`src/rtl/bellek_hakemi_if.sv`:
```
// Bus bundle for the memory arbiter: fetch request/response, data request/response and downstream port.
// Signal suffixes are from the arbiter's point of view; the arbiter uses "slave", a bench/upstream uses "master".
interface bellek_hakemi_if #(
    parameter int ADRES_BIT = 32,
    parameter int VERI_BIT  = 32
);
    localparam int MASKE_BIT = VERI_BIT / 8;

    logic [ADRES_BIT-1:0] g_istek_adres_i;
    logic                 g_istek_gecerli_i;
    logic                 g_istek_hazir_o;
    logic [VERI_BIT-1:0]  g_yanit_veri_o;
    logic                 g_yanit_gecerli_o;
    logic                 g_yanit_hazir_i;
    logic                 g_bosalt_i;

    logic [ADRES_BIT-1:0] b_istek_adres_i;
    logic [VERI_BIT-1:0]  b_istek_veri_i;
    logic [MASKE_BIT-1:0] b_istek_maske_i;
    logic                 b_istek_yaz_i;
    logic                 b_istek_gecerli_i;
    logic                 b_istek_hazir_o;
    logic [VERI_BIT-1:0]  b_yanit_veri_o;
    logic                 b_yanit_gecerli_o;
    logic                 b_yanit_hazir_i;

    logic [ADRES_BIT-1:0] m_istek_adres_o;
    logic [VERI_BIT-1:0]  m_istek_veri_o;
    logic [MASKE_BIT-1:0] m_istek_maske_o;
    logic                 m_istek_yaz_o;
    logic                 m_istek_gecerli_o;
    logic                 m_istek_hazir_i;
    logic [VERI_BIT-1:0]  m_yanit_veri_i;
    logic                 m_yanit_gecerli_i;
    logic                 m_yanit_hazir_o;

    modport slave (
        input  g_istek_adres_i, g_istek_gecerli_i, g_yanit_hazir_i, g_bosalt_i,
        output g_istek_hazir_o, g_yanit_veri_o, g_yanit_gecerli_o,
        input  b_istek_adres_i, b_istek_veri_i, b_istek_maske_i, b_istek_yaz_i,
        input  b_istek_gecerli_i, b_yanit_hazir_i,
        output b_istek_hazir_o, b_yanit_veri_o, b_yanit_gecerli_o,
        output m_istek_adres_o, m_istek_veri_o, m_istek_maske_o, m_istek_yaz_o, m_istek_gecerli_o,
        input  m_istek_hazir_i, m_yanit_veri_i, m_yanit_gecerli_i,
        output m_yanit_hazir_o
    );

    modport master (
        output g_istek_adres_i, g_istek_gecerli_i, g_yanit_hazir_i, g_bosalt_i,
        input  g_istek_hazir_o, g_yanit_veri_o, g_yanit_gecerli_o,
        output b_istek_adres_i, b_istek_veri_i, b_istek_maske_i, b_istek_yaz_i,
        output b_istek_gecerli_i, b_yanit_hazir_i,
        input  b_istek_hazir_o, b_yanit_veri_o, b_yanit_gecerli_o,
        input  m_istek_adres_o, m_istek_veri_o, m_istek_maske_o, m_istek_yaz_o, m_istek_gecerli_o,
        output m_istek_hazir_i, m_yanit_veri_i, m_yanit_gecerli_i,
        input  m_yanit_hazir_o
    );
endinterface

```
`src/rtl/bellek_hakemi.sv`:
```
// Fetch/data arbiter onto one in-order memory port: one-entry issue register plus an owner tag FIFO
// that routes responses back and silently drops fetch responses cancelled by a flush.
module bellek_hakemi #(
    parameter int ADRES_BIT    = 32,
    parameter int VERI_BIT     = 32,
    parameter int MAX_BEKLEYEN = 4
) (
    input logic             clk_i,
    input logic             rstn_i,
    bellek_hakemi_if.slave  bus
);
    localparam int MASKE_BIT = VERI_BIT / 8;
    localparam int PTR_BIT   = $clog2(MAX_BEKLEYEN);
    localparam int SAY_BIT   = PTR_BIT + 1;
    localparam logic [SAY_BIT-1:0] SAY_MAX = SAY_BIT'(MAX_BEKLEYEN);
    localparam logic GETIR  = 1'b0;
    localparam logic BELLEK = 1'b1;

    typedef enum logic {IST_BOS = 1'b0, IST_DOLU = 1'b1} ist_durum_e;

    ist_durum_e             ist_q, ist_d;
    logic [ADRES_BIT-1:0]   adres_q, adres_d;
    logic [VERI_BIT-1:0]    veri_q, veri_d;
    logic [MASKE_BIT-1:0]   maske_q, maske_d;
    logic                   yaz_q, yaz_d;
    logic                   sahip_q, sahip_d;
    logic                   son_kazanan_q, son_kazanan_d;
    logic [MAX_BEKLEYEN-1:0] fifo_sahip_q, fifo_sahip_d;
    logic [MAX_BEKLEYEN-1:0] fifo_iptal_q, fifo_iptal_d;
    logic [PTR_BIT-1:0]     yaz_ptr_q, yaz_ptr_d;
    logic [PTR_BIT-1:0]     oku_ptr_q, oku_ptr_d;
    logic [SAY_BIT-1:0]     say_q, say_d;

    logic m_gecerli_s, m_kabul_s, yukle_s, g_gec_s, b_gec_s, kazanan_s;
    logic g_hazir_s, b_hazir_s, bos_degil_s, bas_sahip_s, bas_iptal_s;
    logic yanit_hazir_s, yanit_al_s, g_yanit_gec_s, b_yanit_gec_s;

    // Issue-side arbitration: a flushed fetch never competes, ties go to whoever did not win last.
    always_comb begin
        m_gecerli_s = (ist_q == IST_DOLU) && (say_q < SAY_MAX);
        m_kabul_s   = m_gecerli_s && bus.m_istek_hazir_i;
        yukle_s     = (ist_q == IST_BOS) || m_kabul_s;
        g_gec_s     = bus.g_istek_gecerli_i && !bus.g_bosalt_i;
        b_gec_s     = bus.b_istek_gecerli_i;
        if (g_gec_s && b_gec_s) begin
            kazanan_s = ~son_kazanan_q;
        end else if (g_gec_s) begin
            kazanan_s = GETIR;
        end else begin
            kazanan_s = BELLEK;
        end
        g_hazir_s = yukle_s && g_gec_s && (kazanan_s == GETIR);
        b_hazir_s = yukle_s && b_gec_s && (kazanan_s == BELLEK);
    end

    // Response routing from the FIFO head; a fetch head is treated as cancelled during a flush.
    always_comb begin
        bos_degil_s = (say_q != {SAY_BIT{1'b0}});
        bas_sahip_s = fifo_sahip_q[oku_ptr_q];
        bas_iptal_s = fifo_iptal_q[oku_ptr_q] || (bus.g_bosalt_i && (bas_sahip_s == GETIR));
        if (!bos_degil_s) begin
            yanit_hazir_s = 1'b0;
        end else if (bas_iptal_s) begin
            yanit_hazir_s = 1'b1;
        end else if (bas_sahip_s == GETIR) begin
            yanit_hazir_s = bus.g_yanit_hazir_i;
        end else begin
            yanit_hazir_s = bus.b_yanit_hazir_i;
        end
        yanit_al_s    = bus.m_yanit_gecerli_i && yanit_hazir_s;
        g_yanit_gec_s = bus.m_yanit_gecerli_i && bos_degil_s && (bas_sahip_s == GETIR) && !bas_iptal_s;
        b_yanit_gec_s = bus.m_yanit_gecerli_i && bos_degil_s && (bas_sahip_s == BELLEK) && !bas_iptal_s;
    end

    // Next state of the issue register and the tag FIFO.
    always_comb begin
        ist_d         = ist_q;
        adres_d       = adres_q;
        veri_d        = veri_q;
        maske_d       = maske_q;
        yaz_d         = yaz_q;
        sahip_d       = sahip_q;
        son_kazanan_d = son_kazanan_q;
        if (g_hazir_s || b_hazir_s) begin
            ist_d         = IST_DOLU;
            sahip_d       = kazanan_s;
            son_kazanan_d = kazanan_s;
            if (kazanan_s == GETIR) begin
                adres_d = bus.g_istek_adres_i;
                veri_d  = {VERI_BIT{1'b0}};
                maske_d = {MASKE_BIT{1'b0}};
                yaz_d   = 1'b0;
            end else begin
                adres_d = bus.b_istek_adres_i;
                veri_d  = bus.b_istek_veri_i;
                maske_d = bus.b_istek_maske_i;
                yaz_d   = bus.b_istek_yaz_i;
            end
        end else if (m_kabul_s) begin
            ist_d = IST_BOS;
        end else if (bus.g_bosalt_i && (sahip_q == GETIR)) begin
            ist_d = IST_BOS;
        end else begin
            ist_d = ist_q;
        end

        fifo_sahip_d = fifo_sahip_q;
        // Owner bit 0 means fetch, so the inverted owner vector selects every fetch entry.
        if (bus.g_bosalt_i) begin
            fifo_iptal_d = fifo_iptal_q | ~fifo_sahip_q;
        end else begin
            fifo_iptal_d = fifo_iptal_q;
        end
        if (m_kabul_s) begin
            fifo_sahip_d[yaz_ptr_q] = sahip_q;
            fifo_iptal_d[yaz_ptr_q] = bus.g_bosalt_i && (sahip_q == GETIR);
            yaz_ptr_d               = yaz_ptr_q + PTR_BIT'(1);
        end else begin
            yaz_ptr_d = yaz_ptr_q;
        end
        if (yanit_al_s) begin
            oku_ptr_d = oku_ptr_q + PTR_BIT'(1);
        end else begin
            oku_ptr_d = oku_ptr_q;
        end
        if (m_kabul_s && !yanit_al_s) begin
            say_d = say_q + SAY_BIT'(1);
        end else if (!m_kabul_s && yanit_al_s) begin
            say_d = say_q - SAY_BIT'(1);
        end else begin
            say_d = say_q;
        end
    end

    // State registers; reset drops every outstanding request and favours fetch on the first tie.
    always_ff @(posedge clk_i or negedge rstn_i) begin
        if (!rstn_i) begin
            ist_q         <= IST_BOS;
            adres_q       <= {ADRES_BIT{1'b0}};
            veri_q        <= {VERI_BIT{1'b0}};
            maske_q       <= {MASKE_BIT{1'b0}};
            yaz_q         <= 1'b0;
            sahip_q       <= GETIR;
            son_kazanan_q <= BELLEK;
            fifo_sahip_q  <= {MAX_BEKLEYEN{1'b0}};
            fifo_iptal_q  <= {MAX_BEKLEYEN{1'b0}};
            yaz_ptr_q     <= {PTR_BIT{1'b0}};
            oku_ptr_q     <= {PTR_BIT{1'b0}};
            say_q         <= {SAY_BIT{1'b0}};
        end else begin
            ist_q         <= ist_d;
            adres_q       <= adres_d;
            veri_q        <= veri_d;
            maske_q       <= maske_d;
            yaz_q         <= yaz_d;
            sahip_q       <= sahip_d;
            son_kazanan_q <= son_kazanan_d;
            fifo_sahip_q  <= fifo_sahip_d;
            fifo_iptal_q  <= fifo_iptal_d;
            yaz_ptr_q     <= yaz_ptr_d;
            oku_ptr_q     <= oku_ptr_d;
            say_q         <= say_d;
        end
    end

    assign bus.g_istek_hazir_o   = g_hazir_s;
    assign bus.b_istek_hazir_o   = b_hazir_s;
    assign bus.m_istek_adres_o   = adres_q;
    assign bus.m_istek_veri_o    = veri_q;
    assign bus.m_istek_maske_o   = maske_q;
    assign bus.m_istek_yaz_o     = yaz_q;
    assign bus.m_istek_gecerli_o = m_gecerli_s;
    assign bus.m_yanit_hazir_o   = yanit_hazir_s;
    assign bus.g_yanit_veri_o    = bus.m_yanit_veri_i;
    assign bus.b_yanit_veri_o    = bus.m_yanit_veri_i;
    assign bus.g_yanit_gecerli_o = g_yanit_gec_s;
    assign bus.b_yanit_gecerli_o = b_yanit_gec_s;
endmodule

```
`src/flat_wrapper.sv`:
```
// flat-port wrapper written by rule: the top's interface ports become plain ports
module bellek_hakemi_flat 
#(
    parameter int ADRES_BIT    = 32,
    parameter int VERI_BIT     = 32,
    parameter int MAX_BEKLEYEN = 4
)
  (clk_i, rstn_i, bus_g_istek_adres_i, bus_g_istek_gecerli_i, bus_g_yanit_hazir_i, bus_g_bosalt_i, bus_g_istek_hazir_o, bus_g_yanit_veri_o, bus_g_yanit_gecerli_o, bus_b_istek_adres_i, bus_b_istek_veri_i, bus_b_istek_maske_i, bus_b_istek_yaz_i, bus_b_istek_gecerli_i, bus_b_yanit_hazir_i, bus_b_istek_hazir_o, bus_b_yanit_veri_o, bus_b_yanit_gecerli_o, bus_m_istek_adres_o, bus_m_istek_veri_o, bus_m_istek_maske_o, bus_m_istek_yaz_o, bus_m_istek_gecerli_o, bus_m_istek_hazir_i, bus_m_yanit_veri_i, bus_m_yanit_gecerli_i, bus_m_yanit_hazir_o);
  bellek_hakemi_if #(.ADRES_BIT(ADRES_BIT), .VERI_BIT(VERI_BIT)) bus_i ();
  input logic clk_i;
  input logic rstn_i;
  input wire logic [$bits(bus_i.g_istek_adres_i)-1:0] bus_g_istek_adres_i;
  input wire logic [$bits(bus_i.g_istek_gecerli_i)-1:0] bus_g_istek_gecerli_i;
  input wire logic [$bits(bus_i.g_yanit_hazir_i)-1:0] bus_g_yanit_hazir_i;
  input wire logic [$bits(bus_i.g_bosalt_i)-1:0] bus_g_bosalt_i;
  output wire logic [$bits(bus_i.g_istek_hazir_o)-1:0] bus_g_istek_hazir_o;
  output wire logic [$bits(bus_i.g_yanit_veri_o)-1:0] bus_g_yanit_veri_o;
  output wire logic [$bits(bus_i.g_yanit_gecerli_o)-1:0] bus_g_yanit_gecerli_o;
  input wire logic [$bits(bus_i.b_istek_adres_i)-1:0] bus_b_istek_adres_i;
  input wire logic [$bits(bus_i.b_istek_veri_i)-1:0] bus_b_istek_veri_i;
  input wire logic [$bits(bus_i.b_istek_maske_i)-1:0] bus_b_istek_maske_i;
  input wire logic [$bits(bus_i.b_istek_yaz_i)-1:0] bus_b_istek_yaz_i;
  input wire logic [$bits(bus_i.b_istek_gecerli_i)-1:0] bus_b_istek_gecerli_i;
  input wire logic [$bits(bus_i.b_yanit_hazir_i)-1:0] bus_b_yanit_hazir_i;
  output wire logic [$bits(bus_i.b_istek_hazir_o)-1:0] bus_b_istek_hazir_o;
  output wire logic [$bits(bus_i.b_yanit_veri_o)-1:0] bus_b_yanit_veri_o;
  output wire logic [$bits(bus_i.b_yanit_gecerli_o)-1:0] bus_b_yanit_gecerli_o;
  output wire logic [$bits(bus_i.m_istek_adres_o)-1:0] bus_m_istek_adres_o;
  output wire logic [$bits(bus_i.m_istek_veri_o)-1:0] bus_m_istek_veri_o;
  output wire logic [$bits(bus_i.m_istek_maske_o)-1:0] bus_m_istek_maske_o;
  output wire logic [$bits(bus_i.m_istek_yaz_o)-1:0] bus_m_istek_yaz_o;
  output wire logic [$bits(bus_i.m_istek_gecerli_o)-1:0] bus_m_istek_gecerli_o;
  input wire logic [$bits(bus_i.m_istek_hazir_i)-1:0] bus_m_istek_hazir_i;
  input wire logic [$bits(bus_i.m_yanit_veri_i)-1:0] bus_m_yanit_veri_i;
  input wire logic [$bits(bus_i.m_yanit_gecerli_i)-1:0] bus_m_yanit_gecerli_i;
  output wire logic [$bits(bus_i.m_yanit_hazir_o)-1:0] bus_m_yanit_hazir_o;
  assign bus_i.g_istek_adres_i = bus_g_istek_adres_i;
  assign bus_i.g_istek_gecerli_i = bus_g_istek_gecerli_i;
  assign bus_i.g_yanit_hazir_i = bus_g_yanit_hazir_i;
  assign bus_i.g_bosalt_i = bus_g_bosalt_i;
  assign bus_g_istek_hazir_o = bus_i.g_istek_hazir_o;
  assign bus_g_yanit_veri_o = bus_i.g_yanit_veri_o;
  assign bus_g_yanit_gecerli_o = bus_i.g_yanit_gecerli_o;
  assign bus_i.b_istek_adres_i = bus_b_istek_adres_i;
  assign bus_i.b_istek_veri_i = bus_b_istek_veri_i;
  assign bus_i.b_istek_maske_i = bus_b_istek_maske_i;
  assign bus_i.b_istek_yaz_i = bus_b_istek_yaz_i;
  assign bus_i.b_istek_gecerli_i = bus_b_istek_gecerli_i;
  assign bus_i.b_yanit_hazir_i = bus_b_yanit_hazir_i;
  assign bus_b_istek_hazir_o = bus_i.b_istek_hazir_o;
  assign bus_b_yanit_veri_o = bus_i.b_yanit_veri_o;
  assign bus_b_yanit_gecerli_o = bus_i.b_yanit_gecerli_o;
  assign bus_m_istek_adres_o = bus_i.m_istek_adres_o;
  assign bus_m_istek_veri_o = bus_i.m_istek_veri_o;
  assign bus_m_istek_maske_o = bus_i.m_istek_maske_o;
  assign bus_m_istek_yaz_o = bus_i.m_istek_yaz_o;
  assign bus_m_istek_gecerli_o = bus_i.m_istek_gecerli_o;
  assign bus_i.m_istek_hazir_i = bus_m_istek_hazir_i;
  assign bus_i.m_yanit_veri_i = bus_m_yanit_veri_i;
  assign bus_i.m_yanit_gecerli_i = bus_m_yanit_gecerli_i;
  assign bus_m_yanit_hazir_o = bus_i.m_yanit_hazir_o;
  bellek_hakemi #(.ADRES_BIT(ADRES_BIT), .VERI_BIT(VERI_BIT), .MAX_BEKLEYEN(MAX_BEKLEYEN)) u_core (.clk_i(clk_i), .rstn_i(rstn_i), .bus(bus_i));
endmodule
```
`config.mk`:
```
export PLATFORM = sky130hd
export DESIGN_NAME = bellek_hakemi_flat
export DESIGN_NICKNAME = d
export VERILOG_FILES = /design/src/rtl/bellek_hakemi_if.sv /design/src/rtl/bellek_hakemi.sv /design/src/flat_wrapper.sv
export SDC_FILE = /design/constraint.sdc
export NUM_CORES = 1
export LEC_CHECK = 0
export ABC_AREA = 0
export CAP_MARGIN = 25
export CORE_UTILIZATION = 30
export CTS_CLUSTER_SIZE = 40
export DETAILED_ROUTE_END_ITERATION = 8
export PLACE_DENSITY = 0.72
export SKIP_LAST_GASP = 1
export SYNTH_ARGS = -nofsm -noshare
export SYNTH_HDL_FRONTEND = slang
export SYNTH_SLANG_ARGS = --single-unit
export TNS_END_PERCENT = 5
```
`constraint.sdc`:
```
create_clock -name clk_i -period 2.3 [get_ports clk_i]
set_clock_uncertainty 0.1 [all_clocks]
set_input_delay 0.46 -clock clk_i [delete_from_list [all_inputs] [get_ports clk_i]]
set_output_delay 0.46 -clock clk_i [all_outputs]
set_load 0.01 [all_outputs]
```
# --- Yosys cells after proc, flatten, opt, wreduce, memory -nomap -nowiden ---
# Cells that the tools add are included.
totals:
  elab_cells: 80
  output_inout_bits: 139
  in_bits: 142
  ff_bits: 87
classes:
  magnitude_cmp: 4
  reduce_logical: 29
  mux: 24
  addsub: 4
  bitwise: 7
op_table:
  columns: ["cell", "count"]
  rows:
  - ["2-to-1 mux 32 bit", 2]
  - ["logical AND 1 bit", 19]
  - ["2-to-1 mux 1 bit", 12]
  - ["2-to-1 mux 4 bit", 3]
  - ["bitwise mux 4 bit", 2]
  - ["< comparator 2 x 3 -> 1 bit, second input constant", 2]
  - ["2-to-1 mux 3 bit", 2]
  - ["nonzero test 3 bit", 2]
  - ["NOT 1 bit", 5]
  - ["adder 2 x 1 -> 2 bit, second input constant", 2]
  - ["binary-select mux 1 bit (select 2 bit)", 2]
  - ["logical NOT 1 bit", 4]
  - ["NOT 4 bit", 1]
  - ["OR 4 bit", 1]
  - ["adder 3 x 1 -> 3 bit, second input constant", 1]
  - ["logical OR 1 bit", 3]
  - ["< comparator 3 bit, second input constant", 1]
  - ["subtractor 3 x 1 -> 3 bit, second input constant", 1]
  - ["demux 1 bit (select 2 bit)", 1]
  - ["greater-or-equal comparator 2 x 1 -> 1 bit, second input constant", 1]
  - ["nonzero test 2 bit", 1]

# --- Logic depth before layout (Yosys ltp) ---
logic_depth:
  depth_word: 11
  ltp_mapped: 10
  mapped_depth_nobuf: 10

# --- Worst setup path after synthesis ---
# No wires, ideal clock.
synth_path:
  path_type: "reg2reg"
  from: "register u_core.oku_ptr_q[1]"
  to: "register u_core.say_q[2]"
  arrival_time_ns: 2.353
  required_time_ns: 2.121
  path_stages_with_launch: 11
  path_buffers: 0
  synth_period_minus_slack_ns: 2.532
  slack_ns: -0.232
  setup_time_ns: 0.079
  path_cell_list: "dfrtp_1 > mux4_2 > mux2i_2 > a21boi_2 > inv_1 > ha_1 > inv_1 > fa_1 > xor2_1 > nor2_1 > xor2_1"
synth_between:
  elab_chain_len: 11
  word_cells_on_any_way: 16
  cone_classes: "mux: 8; bitwise: 1; reduce/logical: 7"
synth_lines:
  columns: ["element", "line_no", "source"]
  rows:
  - ["start, declared", "bellek_hakemi.sv:31", "logic [PTR_BIT-1:0] oku_ptr_q, oku_ptr_d;"]
  - ["start signal, assigned", "bellek_hakemi.sv:148", "oku_ptr_q <= {PTR_BIT{1'b0}};"]
  - ["start signal, assigned", "bellek_hakemi.sv:161", "oku_ptr_q <= oku_ptr_d;"]
  - ["binary-select mux 1 bit (select 2 bit)", "bellek_hakemi.sv:59", "bas_sahip_s = fifo_sahip_q[oku_ptr_q];"]
  - ["2-to-1 mux 1 bit (implied by the code)", "bellek_hakemi.sv:59", null]
  - ["NOT 1 bit", "bellek_hakemi.sv:60", "bas_iptal_s = fifo_iptal_q[oku_ptr_q] || (bus.g_bosalt_i && (bas_sahip_s == GETIR));"]
  - ["logical AND 1 bit", "bellek_hakemi.sv:60", null]
  - ["logical OR 1 bit", "bellek_hakemi.sv:60", null]
  - ["2-to-1 mux 1 bit (*)", "bellek_hakemi.sv:63", "end else if (bas_iptal_s) begin"]
  - ["2-to-1 mux 1 bit (*)", "bellek_hakemi.sv:61", "if (!bos_degil_s) begin"]
  - ["logical AND 1 bit (*)", "bellek_hakemi.sv:70", "yanit_al_s = bus.m_yanit_gecerli_i && yanit_hazir_s;"]
  - ["logical NOT 1 bit", "bellek_hakemi.sv:126", "if (m_kabul_s && !yanit_al_s) begin"]
  - ["logical AND 1 bit", "bellek_hakemi.sv:126", null]
  - ["2-to-1 mux 3 bit or nonzero test 2 bit (tied branches)", null, null]
  - ["end signal, assigned", "bellek_hakemi.sv:149", "say_q <= {SAY_BIT{1'b0}};"]
  - ["end signal, assigned", "bellek_hakemi.sv:162", "say_q <= say_d;"]
  - ["end, declared", "bellek_hakemi.sv:32", "logic [SAY_BIT-1:0] say_q, say_d;"]
# Mark *: on every way between the ends. The rest lies on a longest branch, timed or not. The select of a mux whose other input is x is not followed.
# A chain may end at the register's enable or synchronous reset.

# --- Final worst setup path ---
layout_path:
  from: "register u_core.oku_ptr_q[1]"
  to: "register u_core.say_q[1]"
layout_between:
  elab_chain_len: 11
  word_cells_on_any_way: 16
  cone_classes: "mux: 8; bitwise: 1; reduce/logical: 7"
layout_lines:
  columns: ["element", "line_no"]
  rows:
  - ["binary-select mux 1 bit (select 2 bit)", "bellek_hakemi.sv:59"]
  - ["2-to-1 mux 1 bit (implied by the code)", "bellek_hakemi.sv:59"]
  - ["NOT 1 bit", "bellek_hakemi.sv:60"]
  - ["logical AND 1 bit", "bellek_hakemi.sv:60"]
  - ["logical OR 1 bit", "bellek_hakemi.sv:60"]
  - ["2-to-1 mux 1 bit (*)", "bellek_hakemi.sv:63"]
  - ["2-to-1 mux 1 bit (*)", "bellek_hakemi.sv:61"]
  - ["logical AND 1 bit (*)", "bellek_hakemi.sv:70"]
  - ["logical NOT 1 bit (*)", "bellek_hakemi.sv:126"]
  - ["logical AND 1 bit (*)", "bellek_hakemi.sv:126"]
  - ["2-to-1 mux 3 bit (*)", "bellek_hakemi.sv:126"]
  - ["via u_core.say_d[1]", "bellek_hakemi.sv:32"]
# The timed path passes the listed nets; every way through them passes the cells marked *. The select of a mux whose other input is x is not followed.

==> flow_metrics.py <==
metrics = {
    "worst_setup_path": {
        "crit_family": "multiplexers",
        "startpoint_type": "flop",
        "critPathLaunch": "u_core.oku_ptr_q[1]",
        "cp-end-kind": "flop",
        "cp.arrival_ps": 2680,
        "cp.buffers_inverters": 2,
        "r2r_start": "u_core.oku_ptr_q[1]",
        "path_cells": "mux4_2 > mux2i_4 > a21boi_2 > inv_1 > ha_2 > inv_2 > fa_2 > mux2_4",
        "critical_path_required_ps": 2420,
        "cpPeakStageDelay_ps": 580,
        "cpMaxStageDelayCell": "mux4_2",
        "critical_path_class": "reg2reg",
        "critPathMaxFanout": 3,
    },
    "timing": {
        "setup-violations-final": 7,
        "whs_ps": 6.537,
        "setup_ws_ps": -257.1,
        "fmax_mhz": 391.1,
        "rsz0062_at_grt": "yes",
        "maxSlewHeadroom_pct": 65.28,
        "min_period_ps": 2557,
        "fin_crit_sh_pct": 111.2,
        "hold_viol_final": 0,
        "maxSlewViolCount": 0,
        "tightest_slew_ps": 520.8,
    },
    "global_routing": {
        "grt_pass1_wl_um": 16640,
        "grt_usage_pct": 14.75,
        "grt_max_degree": 88,
        "grt_overflow_total": 0,
        "antenna_found_initial": 0,
        "grt_pass1_vias": 3308,
    },
    "synth": {
        "netlist_instances": 372,
        "synth_seq_cells": 87,
        "synth_cell_types": 32,
        "syn_area_mm2": 0.004198,
        "syn_nets": 520,
        "syn_avg_cell_area_um2": 11.28,
        "yosysSeqAreaShare_pct": 51.89,
        "ys_warn_count": 0,
    },
    "pwr": {
        "internal-power_w": 0.005211,
        "p_comb_share_pct": 45.1,
        "ir_drop_uv": 411.3,
        "p_clk_share_pct": 19.5,
        "leakage_nw": 2.690,
        "switching_share_pct": 32.17,
        "power_density_mw_per_mm2": 1234,
        "power_switching_w": 0.002471,
        "seq_power_share_pct": 35.3,
    },
    "finish": {
        "drive_gt1_share_pct": 11.55,
        "areaGrowthSynthToFinish_pct": 48.26,
        "fillCellCount": 1273,
        "finalNonFillerCells": 687,
        "nNetsFinal": 654,
        "insertedDiodeCount": 0,
    },
    "die": {
        "dieArea_mm2": 0.01447,
        "io_pins": 281,
        "placeableCoreArea_mm2": 0.01345,
        "dieWidth_um": 120.3,
        "start_util_pct": 31.20,
        "die_height_um": 120.3,
        "rows": 42,
    },
    "drt": {
        "drt_wl_total_um": 10400,
        "final_antenna_net_count": 0,
        "via_count": 3147,
        "first_iter_violations": 78,
        "viasPerCell": 4.581,
        "wire_per_inst_um": 15.14,
        "first_pass_iters": 4,
        "drc_errors": 0,
    },
    "clock_tree": {
        "clockBufferDepth": 2,
        "worstSkewPairLatency_ps": 340,
        "cts_max_level": 3,
        "cts_tree": "built",
        "ctsRootBufferMaster": "clkbuf_16",
        "cts.sinks": 87,
        "postCtsHoldBufs": 0,
        "cts-buffers-inserted": 9,
        "clkSlewWorstSetupHoldPaths_ps": 60,
    },
    "place": {
        "io_buffers": 184,
        "placed_cells": 668,
        "place_congestion": 0.7143,
        "dp_slack_ps": -495.6,
        "hpwl_um": 7750,
    },
    "outcome": {
        "violations": "setup timing",
        "status": "complete, but fails checks",
    },
    "run": {
        "cap_violations": 0,
    },
    "hold_path": {
        "min_path_type": "in2async",
    },
}
timing repair:
action / 4_1_cts / 5_1_grt
setup endpoints to repair: 7 / 7
buffers inserted: 0 / 3
resized for setup: 10 / 2
pin swaps: 0 / 3
cell usage in the layout (no fill, tap or decap), types with 2 or more instances in the layout:
master,instances
mux2i_1,34
a22o_1,37
xnor2_1,2
ha_1,4
mux2_2,5
a21oi_1,2
xor2_1,4
clkbuf_16,9
clkdlybuf4s50_1,178
buf_4,22
inv_1,5
nand2_1,45
clkbuf_8,3
dlygate4sd2_1,4
nor2_1,4
buf_12,2
dfrtp_1,86
o21ai_0,38
clkbuf_1,2
o31a_1,2
final timing paths:
check,to,slack (ps),cells past startpoint
worst max-delay path,u_core.say_q[1],-260,8
worst min-delay path,u_core.oku_ptr_q[0],7,2
worst max register to register,u_core.say_q[1],-260,8
worst min register to register,u_core.bus.m_istek_adres_o[26],380,2
max in group asynchronous,u_core.son_kazanan_q,1630,2
min in group clk_i,u_core.bus.m_istek_adres_o[26],380,2
registers in the layout (all words and copies together) (netlist names):
register	count
u_core.bus.m_istek_adres_o	32
u_core.bus.m_istek_veri_o	32
u_core.bus.m_istek_maske_o	4
u_core.fifo_iptal_q	4
u_core.fifo_sahip_q	4
u_core.say_q	3
u_core.oku_ptr_q	2
u_core.yaz_ptr_q	2
u_core.bus.m_istek_yaz_o	1
u_core.ist_q	1
u_core.sahip_q	1
u_core.son_kazanan_q	1
cells in the mapped netlist (all sizes together):
master	instances	area share, %
dfrtp	86	51
o2bb2ai	1	0.21
and3	1	0.15
nor2b	2	0.30
nor3	1	0.12
xor2	4	0.83
a21oi	3	0.45
mux4	1	0.54
fa	1	0.48
xnor2	2	0.42
dfstp	1	0.63
a22o	37	7.7
nand2	45	4.0
and3b	2	0.42
mux2	6	1.6
and2	1	0.15
o21ai	38	4.5
mux2i	35	8.4
inv	6	0.54
nor2	4	0.36
buf	79	14
o31a	2	0.42
nand2b	1	0.15
clkbuf	5	0.45
or2	1	0.15
a21boi	2	0.54
ha	5	1.5
routing by layer:
metal	global-route usage [%]	up-vias	wire length, µm
li1	-	1485	-
met1	16.11	1489	3855
met2	25.68	152	5405
met3	5.330	21	960
met4	6.250	0	182
met5	0	-	0
per-stage QoR:
stage / TNS, ps / utilization [%] / cell area [µm²] / power [W]
global placement: -5991 / 43.69 / 5878 / 0.006094
floorplan: -399.3 / - / 4209 / 0.004341
detailed placement: -8570 / 43.69 / 5878 / 0.006205
CTS: -1081 / 46.05 / 6195 / 0.007759
finish: -1027 / 46.26 / 6223 / 0.007682
global route: -1624 / 46.26 / 6223 / 0.008222
final cells by class:
cell class / instances / area [µm²] / share of cell area [%]
sequential: 87 / 2178 / 35.00
timing repair buffer: 207 / 2033 / 32.67
multi-input combinational: 195 / 1458 / 23.42
clock buffer: 14 / 274.0 / 4.403
tap: 176 / 220.2 / 3.538
clock inverter: 2 / 37.54 / 0.6031
inverter: 6 / 22.52 / 0.3619
power by group through the flow:
stage	Clock, W	Combinational (W)	Sequential (W)
final	0.00150	0.00347	0.00271
after global routing	0.00162	0.00378	0.00282
after CTS	0.00156	0.00348	0.00272
after detailed placement	0	0.00347	0.00273
after global placement	0	0.00338	0.00271
after floorplan	0	0.00137	0.00297
cell families after synthesis:
kind of cell	share of synthesized area, %
fa+ha+maj	1.967
mux	10.58
xor+xnor	1.252
simple gates	5.812
compound gates	13.86
flops	51.89
buf+inv	14.63
Note: power is estimated with default switching activity, not from simulation.
